==> src/rtl/zero_count_seq_pkg.sv <==
// Shared definitions for the multi-cycle leading-zero/leading-one counter.
package zero_count_seq_pkg;

    typedef enum logic [1:0] {
        IDLE = 2'd0,
        SCAN = 2'd1,
        DONE = 2'd2
    } state_t;

    localparam logic MODE_CLZ = 1'b0;
    localparam logic MODE_CLO = 1'b1;

endpackage

==> src/rtl/zero_count_seq_chunk_lzc.sv <==
// Combinational leading-zero count of an N-bit chunk; returns N when the chunk is all zero.
module chunk_lzc #(
    parameter  int unsigned N  = 4,
    localparam int unsigned LW = $clog2(N + 1)
) (
    input  logic [N-1:0]  bits,
    output logic [LW-1:0] lz
);

    // Ascending scan: the highest set bit is the last assignment and wins.
    always_comb begin
        lz = LW'(N);
        for (int unsigned i = 0; i < N; i++) begin
            if (bits[i]) lz = LW'(N - 1 - i);
        end
    end

endmodule

==> src/rtl/zero_count_seq.sv <==
// Multi-cycle CLZ/CLO unit: scans CHUNK bits per cycle from the MSB and exits at the first non-zero chunk.
module zero_count_seq
    import zero_count_seq_pkg::*;
#(
    parameter  int unsigned WIDTH = 32,
    parameter  int unsigned CHUNK = 4,
    localparam int unsigned CW    = $clog2(WIDTH + 1)
) (
    input  logic             clk,
    input  logic             rst,
    input  logic             start,
    input  logic             mode,
    input  logic [WIDTH-1:0] source,
    output logic             busy,
    output logic             valid,
    output logic [CW-1:0]    count,
    output logic             is_zero
);

    localparam int unsigned NCH = WIDTH / CHUNK;
    localparam int unsigned IW  = (NCH > 1) ? $clog2(NCH) : 1;
    localparam int unsigned LW  = $clog2(CHUNK + 1);

    state_t           state, state_next;
    logic [WIDTH-1:0] shreg;
    logic [CW-1:0]    acc;
    logic [IW-1:0]    idx;
    logic             is_zero_r;
    logic [CHUNK-1:0] top;
    logic [LW-1:0]    top_lz;
    logic             last;
    logic             load, step, finish;

    assign top  = shreg[WIDTH-1 -: CHUNK];
    assign last = (idx == IW'(NCH - 1));

    chunk_lzc #(.N(CHUNK)) u_lzc (
        .bits (top),
        .lz   (top_lz)
    );

    always_ff @(posedge clk or posedge rst) begin
        if (rst) state <= IDLE;
        else     state <= state_next;
    end

    always_comb begin
        state_next = state;
        busy       = 1'b0;
        valid      = 1'b0;
        load       = 1'b0;
        step       = 1'b0;
        finish     = 1'b0;
        case (state)
            IDLE: begin
                if (start) begin
                    load       = 1'b1;
                    state_next = SCAN;
                end
            end
            SCAN: begin
                busy = 1'b1;
                if (top == '0 && !last) begin
                    step = 1'b1;
                end else begin
                    finish     = 1'b1;
                    state_next = DONE;
                end
            end
            DONE: begin
                busy       = 1'b1;
                valid      = 1'b1;
                state_next = IDLE;
            end
            default: state_next = IDLE;
        endcase
    end

    // An all-zero final chunk yields top_lz == CHUNK, so one sum covers both exit cases.
    always_ff @(posedge clk or posedge rst) begin
        if (rst) begin
            shreg     <= '0;
            acc       <= '0;
            idx       <= '0;
            is_zero_r <= 1'b0;
            count     <= '0;
            is_zero   <= 1'b0;
        end else begin
            if (load) begin
                shreg     <= (mode == MODE_CLO) ? ~source : source;
                is_zero_r <= (source == '0);
                acc       <= '0;
                idx       <= '0;
            end
            if (step) begin
                acc   <= acc + CW'(CHUNK);
                shreg <= shreg << CHUNK;
                idx   <= idx + 1'b1;
            end
            if (finish) begin
                count   <= acc + CW'(top_lz);
                is_zero <= is_zero_r;
            end
        end
    end

endmodule

==> config.mk <==
export PLATFORM = sky130hd
export DESIGN_NAME = zero_count_seq
export DESIGN_NICKNAME = d
export VERILOG_FILES = /design/src/rtl/zero_count_seq_pkg.sv /design/src/rtl/zero_count_seq_chunk_lzc.sv /design/src/rtl/zero_count_seq.sv
export SDC_FILE = /design/constraint.sdc
export NUM_CORES = 1
export LEC_CHECK = 0
export ABC_CLOCK_PERIOD_IN_PS = 2600
export CAP_MARGIN = 25
export CORE_MARGIN = 1.5
export CORE_UTILIZATION = 40
export CTS_BUF_LIST = sky130_fd_sc_hd__clkbuf_4 sky130_fd_sc_hd__clkbuf_8
export DETAILED_ROUTE_END_ITERATION = 10
export SYNTH_ARGS = -nofsm -noshare
export SYNTH_HDL_FRONTEND = slang
export SYNTH_SLANG_ARGS = --single-unit
export TNS_END_PERCENT = 20
==> constraint.sdc <==
create_clock -name clk -period 2.6 [get_ports clk]
set_clock_uncertainty 0.1 [all_clocks]
set_input_delay 0.52 -clock clk [delete_from_list [all_inputs] [get_ports clk]]
set_output_delay 0.52 -clock clk [all_outputs]
set_load 0.01 [all_outputs]
# After elaboration in Yosys (flattened, before gate mapping)
# Index checks and enable logic that the tools add are counted.
word_totals:
  output_inout_bits: 9
  ramBits: 0
  word_cells: 46
  n_memories: 0
  inputBits: 36
  latch_bits: 0
  romBits: 0
  regBits: 51
classes:
  muxes: 22
  multipliers: 0
  add_sub_neg: 3
  div_mod_pow: 0
  eq_ne: 5
  n_bitwise: 1
  n_reduce_logical: 8
  shift: 0
  order_cmp: 0
op_table:
  columns: ["operator", "count"]
  rows:
  - ["2-to-1 mux 32 bit", 3]
  - ["zero test 32 bit", 1]
  - ["NOT 32 bit", 1]
  - ["2-to-1 mux 3 bit", 6]
  - ["2-to-1 mux 6 bit", 2]
  - ["2-to-1 mux 1 bit", 8]
  - ["adder 6 x 3 -> 6 bit", 1]
  - ["adder 6 x 3 -> 6 bit (second input constant)", 1]
  - ["zero test 4 bit", 1]
  - ["2-to-1 mux 2 bit", 2]
  - ["inequality test 2 bit (second input constant)", 2]
  - ["one-hot mux 2 bit (2 select lines)", 1]
  - ["adder 3 x 1 -> 3 bit (second input constant)", 1]
  - ["equality test 3 bit (second input constant)", 1]
  - ["equality test 2 x 1 -> 1 bit (second input constant)", 1]
  - ["equality test 2 bit (second input constant)", 1]
  - ["zero test 2 bit", 1]
  - ["AND reduction 2 bit", 1]
  - ["nonzero test 2 bit", 1]
  - ["OR reduction 2 bit", 1]
  - ["logical AND 1 bit", 1]
  - ["zero test 1 bit", 1]

# Longest topological paths before layout
# Gate-level depths: netlist (run 1).
logic_depth:
  word_depth: 6
  ltp_mapped: 9
  ltp_nobuf: 7

# Hierarchy
# From an unflattened synthesis (run 1), not the netlist that was laid out.
unflattened:
  cells_unflattened: 301
  hier_area_um2: 2696.3
by_module_without_submodules:
  columns: ["mod", "area_each_um2", "seq_area_each_um2", "cells_each", "n_inst"]
  rows:
  - ["zero_count_seq", 2660.1, 1226.2, 295, 1]
  - ["chunk_lzc", 36.3, 0.0, 6, 1]

# Least setup slack after synthesis (run 1)
# No wires, ideal clock.
synth_timing:
  path_type: "flip-flop to flip-flop"
  from: "reg idx[0]"
  to: "reg state[0]"
  synth_period_minus_slack_ns: 1.644
  setup_ns: 0.125
  required_time_ns: 2.375
  path_buffers: 1
  t_arrival_ns: 1.419
  path_stages_with_launch: 8
  setup_slack_ns: 0.956
  cell_sequence: "dfrtp_1 -> ha_1 -> ha_1 -> inv_1 -> and3_1 -> buf_4 -> nor2_1 -> mux2_4"
synth_via:
  elab_chain_len: 5
synth_lines:
  columns: ["item", "line_no", "rtl"]
  rows:
  - ["from (decl)", "zero_count_seq.sv:27", "logic [IW-1:0] idx;"]
  - ["from (signal assigned)", "zero_count_seq.sv:98", "idx <= idx + 1'b1;"]
  - ["equality test 3 bit", "zero_count_seq.sv:35", "assign last = (idx == IW'(NCH - 1));"]
  - ["zero test 1 bit", "zero_count_seq.sv:63", "if (top == '0 && !last) begin"]
  - ["logical AND 1 bit", "zero_count_seq.sv:63", null]
  - ["inequality test 2 bit (no source line)", null, null]
  - ["AND reduction 2 bit (no source line)", null, null]
  - ["to (signal assigned)", "zero_count_seq.sv:44", "else state <= state_next;"]
  - ["to (decl)", "zero_count_seq.sv:24", "state_t state, state_next;"]
# No other way between the ends.
# A chain may end at the register's enable or synchronous reset.

# Worst setup path in the final report (run 1)
layout_timing:
  from: "reg state[1]"
  to: "out busy"
layout_via:
  elab_chain_len: 3
  elab_cells_between_ends: 4
  classes_between: "eq/ne: 2; mux: 1; reduce/logical: 1"
layout_lines:
  columns: ["item", "line_no", "rtl"]
  rows:
  - ["equality test 2 x 1 -> 1 bit / equality test 2 bit (equally long branches)", "zero_count_seq.sv:54", "case (state)"]
  - ["OR reduction 2 bit (no source line) *", null, null]
  - ["2-to-1 mux 1 bit *", "zero_count_seq.sv:54", null]
  - ["to (decl)", "zero_count_seq.sv:14", "output logic busy,"]
# Mark *: on every way between the ends. The rest lies on a longest branch, timed or not.

==> impl_metrics.env, run 1 <==
export IMPL_cts_setup_buffers=0
export IMPL_numPortBuffers=44
export IMPL_p_leak_nw=1.34
export IMPL_grt_pass1_vias=2010
export IMPL_final_min_clock_period_ns=2.17
export IMPL_cp_slowest_stage_delay_ns=0.52
export IMPL_cts_htree_levels=2
export IMPL_timing_rr_start="shreg[31]"
export IMPL_crit_start="state[1]"
export IMPL_r2r_end="shreg[13]"
export IMPL_initial_core_util=0.411
export IMPL_slew_viol_final=0
export IMPL_die_h_um=86.3
export IMPL_slew_headroom=0.665
export IMPL_rrSetupSlack_ns=0.64
export IMPL_dr_pass1_iters=4
export IMPL_tritoncts_num_buffers=5
export IMPL_dpl_worst_slack_ns=0.567
export IMPL_synth_ff_type="dfrtp_1"
export IMPL_gp_congestion=0.716
export IMPL_hp_class="reg -> reg"
export IMPL_ctsRootBufferMaster="clkbuf_8"
export IMPL_grt_pass1_wl_um=9140
export IMPL_die_x_um=86.3
export IMPL_finalSetupTns_ns=0
export IMPL_setup_violations=0
export IMPL_worst_setup_path_start_kind="flop"
export IMPL_yosysMostFrequentCell="dfrtp_1"
export IMPL_cts_buffer_depth=2
export IMPL_placedCellCount=412
export IMPL_grt_max_degree=43
export IMPL_dp_hpwl_um=3970
export IMPL_crit_type="reg -> out"
export IMPL_worstPathRequired_ns=1.98
export IMPL_fin_crit_sh=0.835
export IMPL_endpoint_kind="output port"
export IMPL_reg2reg_depth=4
export IMPL_critPathSlowestCell="clkdlybuf4s50_1"
export IMPL_synth_area_top_cells="dfrtp_1 44%, xnor2_1 11%, nand2_1 5.8%"
export IMPL_syn_area_per_cell_um2=9.19
export IMPL_async_reset_ff_frac=1.00
export IMPL_power_density_nw_per_um2=899
export IMPL_synth_commonest_cells="49 x dfrtp_1, 43 x nand2_1, 36 x xnor2_1, 35 x nor2_1, 31 x a21oi_1"
export IMPL_drtIter0Drc=85
export IMPL_worstSetupEndpoint="busy"
export IMPL_tritoncts="done"
export IMPL_diodes=0
export IMPL_timing_final_ws_setup_ns=0.430
export IMPL_area_growth_synth_to_final_pct=20.9
export IMPL_postCtsHoldBufs=0
export IMPL_syn_inst=302
export IMPL_clk_pin_slew_ns=0.09
export IMPL_synth_edff_count=0
export IMPL_coreArea_um2=6760
export IMPL_via_per_inst=5.03
export IMPL_wl_per_cell_um=12.6
export IMPL_grt_overflow_total=0
export IMPL_layout_nets=384
export IMPL_worst_pin_slew_ns=0.503
export IMPL_fill_cells=655
export IMPL_ioPinCount=45
export IMPL_worstPathMaxFanout=3
export IMPL_fmax_mhz=461
export IMPL_utilization=0.496
export IMPL_num_vias=2112
export IMPL_drive_gt1_frac=0.124
export IMPL_hold_depth=2
export IMPL_ant_nets=0
export IMPL_whs_ns=0.383
export IMPL_maxCapViolations=0
export IMPL_outcome="finished clean"
export IMPL_track_usage=0.155
export IMPL_yosysWarnings=0
export IMPL_peakVddDrop_uv=296
export IMPL_die_area_um2=7450
export IMPL_clock_sinks=49
export IMPL_ys_seq_area_frac=0.442
export IMPL_ys_types=30
export IMPL_syn_cell_area_um2=2780
export IMPL_rows=30
export IMPL_hold_viol=0
export IMPL_rsz0062_at_grt="false"
export IMPL_layout_cells_non_filler=420
export IMPL_crit_arrival_ns=1.55
export IMPL_syn_nets=347
export IMPL_antenna_found_initial=0
export IMPL_drt_total_wl_um=5300
export IMPL_drc=0
export IMPL_yosys_register_bits=49
export IMPL_path_cells="inv_1, ha_1, clkdlybuf4s50_1"
export IMPL_post_cts_resized=0
export IMPL_yosys_area_top_type_share=0.442
export IMPL_synth_top_area_cell="dfrtp_1"
export IMPL_clk_latency_ns=0.30
## worst min-delay path by stage
stage / startpoint / endpoint / slack (ns)
global placement: shreg[16] / shreg[20] / 0.36
detailed placement: shreg[14] / shreg[18] / 0.37
finish: count[4] / count[4] / 0.38
floorplan: is_zero_r / is_zero_r / 0.34
global route: count[2] / count[2] / 0.41
CTS: count[4] / count[4] / 0.39
## through the flow
| stage | area [um^2] | power [mW] |
|---|---|---|
| 2_1_floorplan | 2780 | 2.25 |
| 3_3_place_gp | 3270 | 2.57 |
| 4_1_cts | 3350 | 3.07 |
| 6_report | 3350 | 3.01 |
| 3_5_place_dp | 3270 | 2.61 |
| 5_1_grt | 3350 | 3.29 |
## sequential cells by signal (all words and copies together) (netlist names)
signal     cells
acc            4
count          6
idx            3
is_zero        1
is_zero_r      1
shreg         32
state          2
## routing by layer
metal | vias up | share of wire | GRT usage
li1 | 1088 | - | -
met1 | 977 | 0.48 | 0.209
met2 | 39 | 0.47 | 0.253
met3 | 8 | 0.031 | 0.0248
met4 | 0 | 0.015 | 0.0572
met5 | - | 0 | 0
## worst max-delay path: cells and delay by family, from the launching register on
kind / cells / cell delay [ns]
adder cells (fa/ha/maj): 1 / 0.27
buffers and inverters: 2 / 0.60
flip-flops: 1 / 0.38
## final cells by class
| cell class | instances | area, um^2 | area share |
|---|---|---|---|
| flip-flops and latches | 49 | 1230 | 0.366 |
| inverters | 6 | 22.5 | 0.00671 |
| multi-input cells | 227 | 1410 | 0.421 |
| repair buffers | 50 | 505 | 0.151 |
| clock inverters | 2 | 10.0 | 0.00298 |
| clock buffers | 6 | 76.3 | 0.0228 |
| well taps | 80 | 100 | 0.0298 |
## cell usage in the layout, fill, tap and decap left out, drive strengths merged
| cell type | instances |
|---|---|
| a211oi | 4 |
| a21bo | 1 |
| a21oi | 31 |
| and2 | 2 |
| and3 | 1 |
| buf | 7 |
| clkbuf | 6 |
| clkdlybuf4s50 | 43 |
| clkinv | 2 |
| conb | 1 |
| dfrtp | 49 |
| ha | 9 |
| inv | 6 |
| mux2 | 4 |
| mux2i | 3 |
| nand2 | 43 |
| nand3 | 3 |
| nand4 | 2 |
| nor2 | 35 |
| nor2b | 2 |
| nor3 | 1 |
| nor4 | 9 |
| o21ai | 37 |
| o22a | 1 |
| o31ai | 2 |
| xnor2 | 36 |
## cells by family after synthesis
logic type / share of synthesized area
DFF: 0.442
other: 0.00135
AOI/OAI and AO/OA: 0.170
and+or+nand+nor: 0.154
muxes: 0.0284
adders and majority gates: 0.0406
buffers and inverters: 0.0500
xor gates and xnor gates: 0.114
## power breakdown
| group | total (mW) | leakage (nW) | switching, mW | internal (mW) |
|---|---|---|---|---|
| Combinational | 1.28 | 0.675 | 0.656 | 0.624 |
| Clock | 0.439 | 0.0484 | 0.241 | 0.197 |
| Sequential | 1.30 | 0.619 | 0.216 | 1.08 |
Note: power is estimated with default switching activity, not from simulation.
==> run 2: changes to the inputs <==
ABC_CLOCK_PERIOD_IN_PS = 1950   (was 2600)
PLACE_DENSITY = 0.65   (was default)
clock period = 1.95 ns   (was 2.6 ns; I/O delays follow)
==> impl_metrics.env, run 2 (synthesis gave the netlist of run 1 again) <==
export IMPL_fmax_mhz=553
export IMPL_critPathSlowestCell="dfrtp_1"
export IMPL_final_cell_mix="49 x dfrtp_1, 42 x nand2_1, 41 x clkdlybuf4s50_1"
export IMPL_dpl_worst_slack_ns=0.0866
export IMPL_rsz0062_at_grt="false"
export IMPL_outcome="finished clean"
export IMPL_peakVddDrop_uv=381
export IMPL_antenna_found_initial=0
export IMPL_finalSetupTns_ns=0
export IMPL_ioPinCount=45
export IMPL_mostFrequentLayoutCell="dfrtp_1"
export IMPL_worstPathRequired_ns=1.46
export IMPL_worstPathMaxFanout=3
export IMPL_layout_nets=387
export IMPL_layout_area_seq_um2=1230
export IMPL_largest_registers="shreg (32), count (6), acc (4)"
export IMPL_grt_overflow_total=0
export IMPL_grt_pass1_wl_um=9460
export IMPL_area_growth_synth_to_final_pct=24.7
export IMPL_cts_buffer_depth=2
export IMPL_via_per_inst=5.06
export IMPL_maxCapViolations=0
export IMPL_p_leak_nw=1.39
export IMPL_diodes=0
export IMPL_clk_pin_slew_ns=0.09
export IMPL_gp_congestion=0.747
export IMPL_hold_viol=0
export IMPL_dp_hpwl_um=3940
export IMPL_multiInputGateArea_um2=1410
export IMPL_ctsRootBufferMaster="clkbuf_8"
export IMPL_rows=30
export IMPL_coreArea_um2=6760
export IMPL_dr_pass1_iters=4
export IMPL_clk_latency_ns=0.30
export IMPL_die_x_um=86.3
export IMPL_hp_class="in -> async"
export IMPL_timing_final_ws_setup_ns=0.141
export IMPL_cp_depth=3
export IMPL_critical_path_top_delay_family="flip-flops"
export IMPL_track_usage=0.163
export IMPL_reg2reg_depth=4
export IMPL_drtIter0Drc=49
export IMPL_die_h_um=86.3
export IMPL_cts_htree_levels=2
export IMPL_drc=0
export IMPL_drt_total_wl_um=5430
export IMPL_wl_per_cell_um=12.8
export IMPL_fin_crit_sh=0.928
export IMPL_endpoint_kind="output port"
export IMPL_slew_viol_final=0
export IMPL_critPathBufInv=2
export IMPL_crit_arrival_ns=1.32
export IMPL_largest_reg_flops=32
export IMPL_power_density_nw_per_um2=1250
export IMPL_drive_gt1_frac=0.131
export IMPL_crit_start="state[0]"
export IMPL_cp_slowest_stage_delay_ns=0.39
export IMPL_initial_core_util=0.411
export IMPL_numPortBuffers=44
export IMPL_grt_max_degree=50
export IMPL_ant_nets=0
export IMPL_path_cells="inv_1, ha_1, dlygate4sd2_1"
export IMPL_final_min_clock_period_ns=1.81
export IMPL_fill_cells=681
export IMPL_num_vias=2140
export IMPL_tritoncts_num_buffers=5
export IMPL_timing_rr_start="shreg[31]"
export IMPL_grt_pass1_vias=2090
export IMPL_worst_setup_path_start_kind="flop"
export IMPL_crit_type="reg -> out"
export IMPL_top_register="shreg"
export IMPL_die_area_um2=7450
export IMPL_setup_violations=0
export IMPL_clock_sinks=49
export IMPL_tritoncts="done"
==> run 2: changes by cell type in the layout (fill, tap and decap cells not counted), sizes merged <==
cell / change
clkinv: -1
dlygate4sd2: +2
clkbuf: -1
buf: +3
bufinv: +2
clkdlybuf4s50: -2
==> run 2: routing by layer <==
| metal | part of all wire | up-vias | track usage | wire length (um) |
|---|---|---|---|---|
| li1 | - | 1099 | - | - |
| met1 | 0.46 | 999 | 0.211 | 2470 |
| met2 | 0.51 | 38 | 0.281 | 2780 |
| met3 | 0.025 | 4 | 0.0210 | 138 |
| met4 | 0.0052 | 0 | 0.0572 | 28 |
| met5 | 0 | - | 0 | 0 |
==> run 2: final timing paths <==
path | end | slack (ns)
setup reg to reg | state[0] | 0.18
hold reg to reg | count[3] | 0.38
setup / recovery | busy | 0.14
hold / removal | shreg[28] | 0.34
min in group clk | count[3] | 0.38
max in group asynchronous | shreg[12] | 1.18
==> run 2: tightest hold or removal path, cell delays in order <==
cell	delay, ns
clkdlybuf4s50_1	0.41
inv_2	0.07
buf_12	0.25
==> run 2: per-stage QoR <==
stage / hold WS (ns) / area [um^2] / utilization / power (mW) / cells
after global routing: 0.365 / 3460 / 0.512 / 4.70 / 423
final: 0.343 / 3460 / 0.512 / 4.33 / 423
after detailed placement: 0.366 / 3310 / 0.490 / 3.52 / 413
after CTS: 0.358 / 3460 / 0.512 / 4.38 / 423
after global placement: 0.357 / 3310 / 0.490 / 3.47 / 413
after floorplan: 0.345 / 2780 / - / 3.00 / 302
==> run 2: where the power goes <==
group          leakage (nW)  total [mW]  internal (mW)  switching, mW
combinational         0.704        1.77          0.877          0.891
clock                0.0681       0.843          0.509          0.334
sequential            0.619        1.72           1.44          0.277
total                  1.39        4.33           2.83           1.50
==> run 2: repair_timing <==
action / CTS / global route
setup endpoints to repair: 2 / 0
buffers inserted: 2 / 0
endpoints found under the hold margin: 0 / 0
gates resized for setup: 2 / 0
hold buffers: 0 / 0
==> run 2: final cells by class <==
cell class,count,share of cell area
clock buffer,5,0.0199
inverter,6,0.00651
multi-input combinational,227,0.409
timing repair buffer,53,0.163
sequential,49,0.354
tap,80,0.0289
clock inverter,3,0.0188
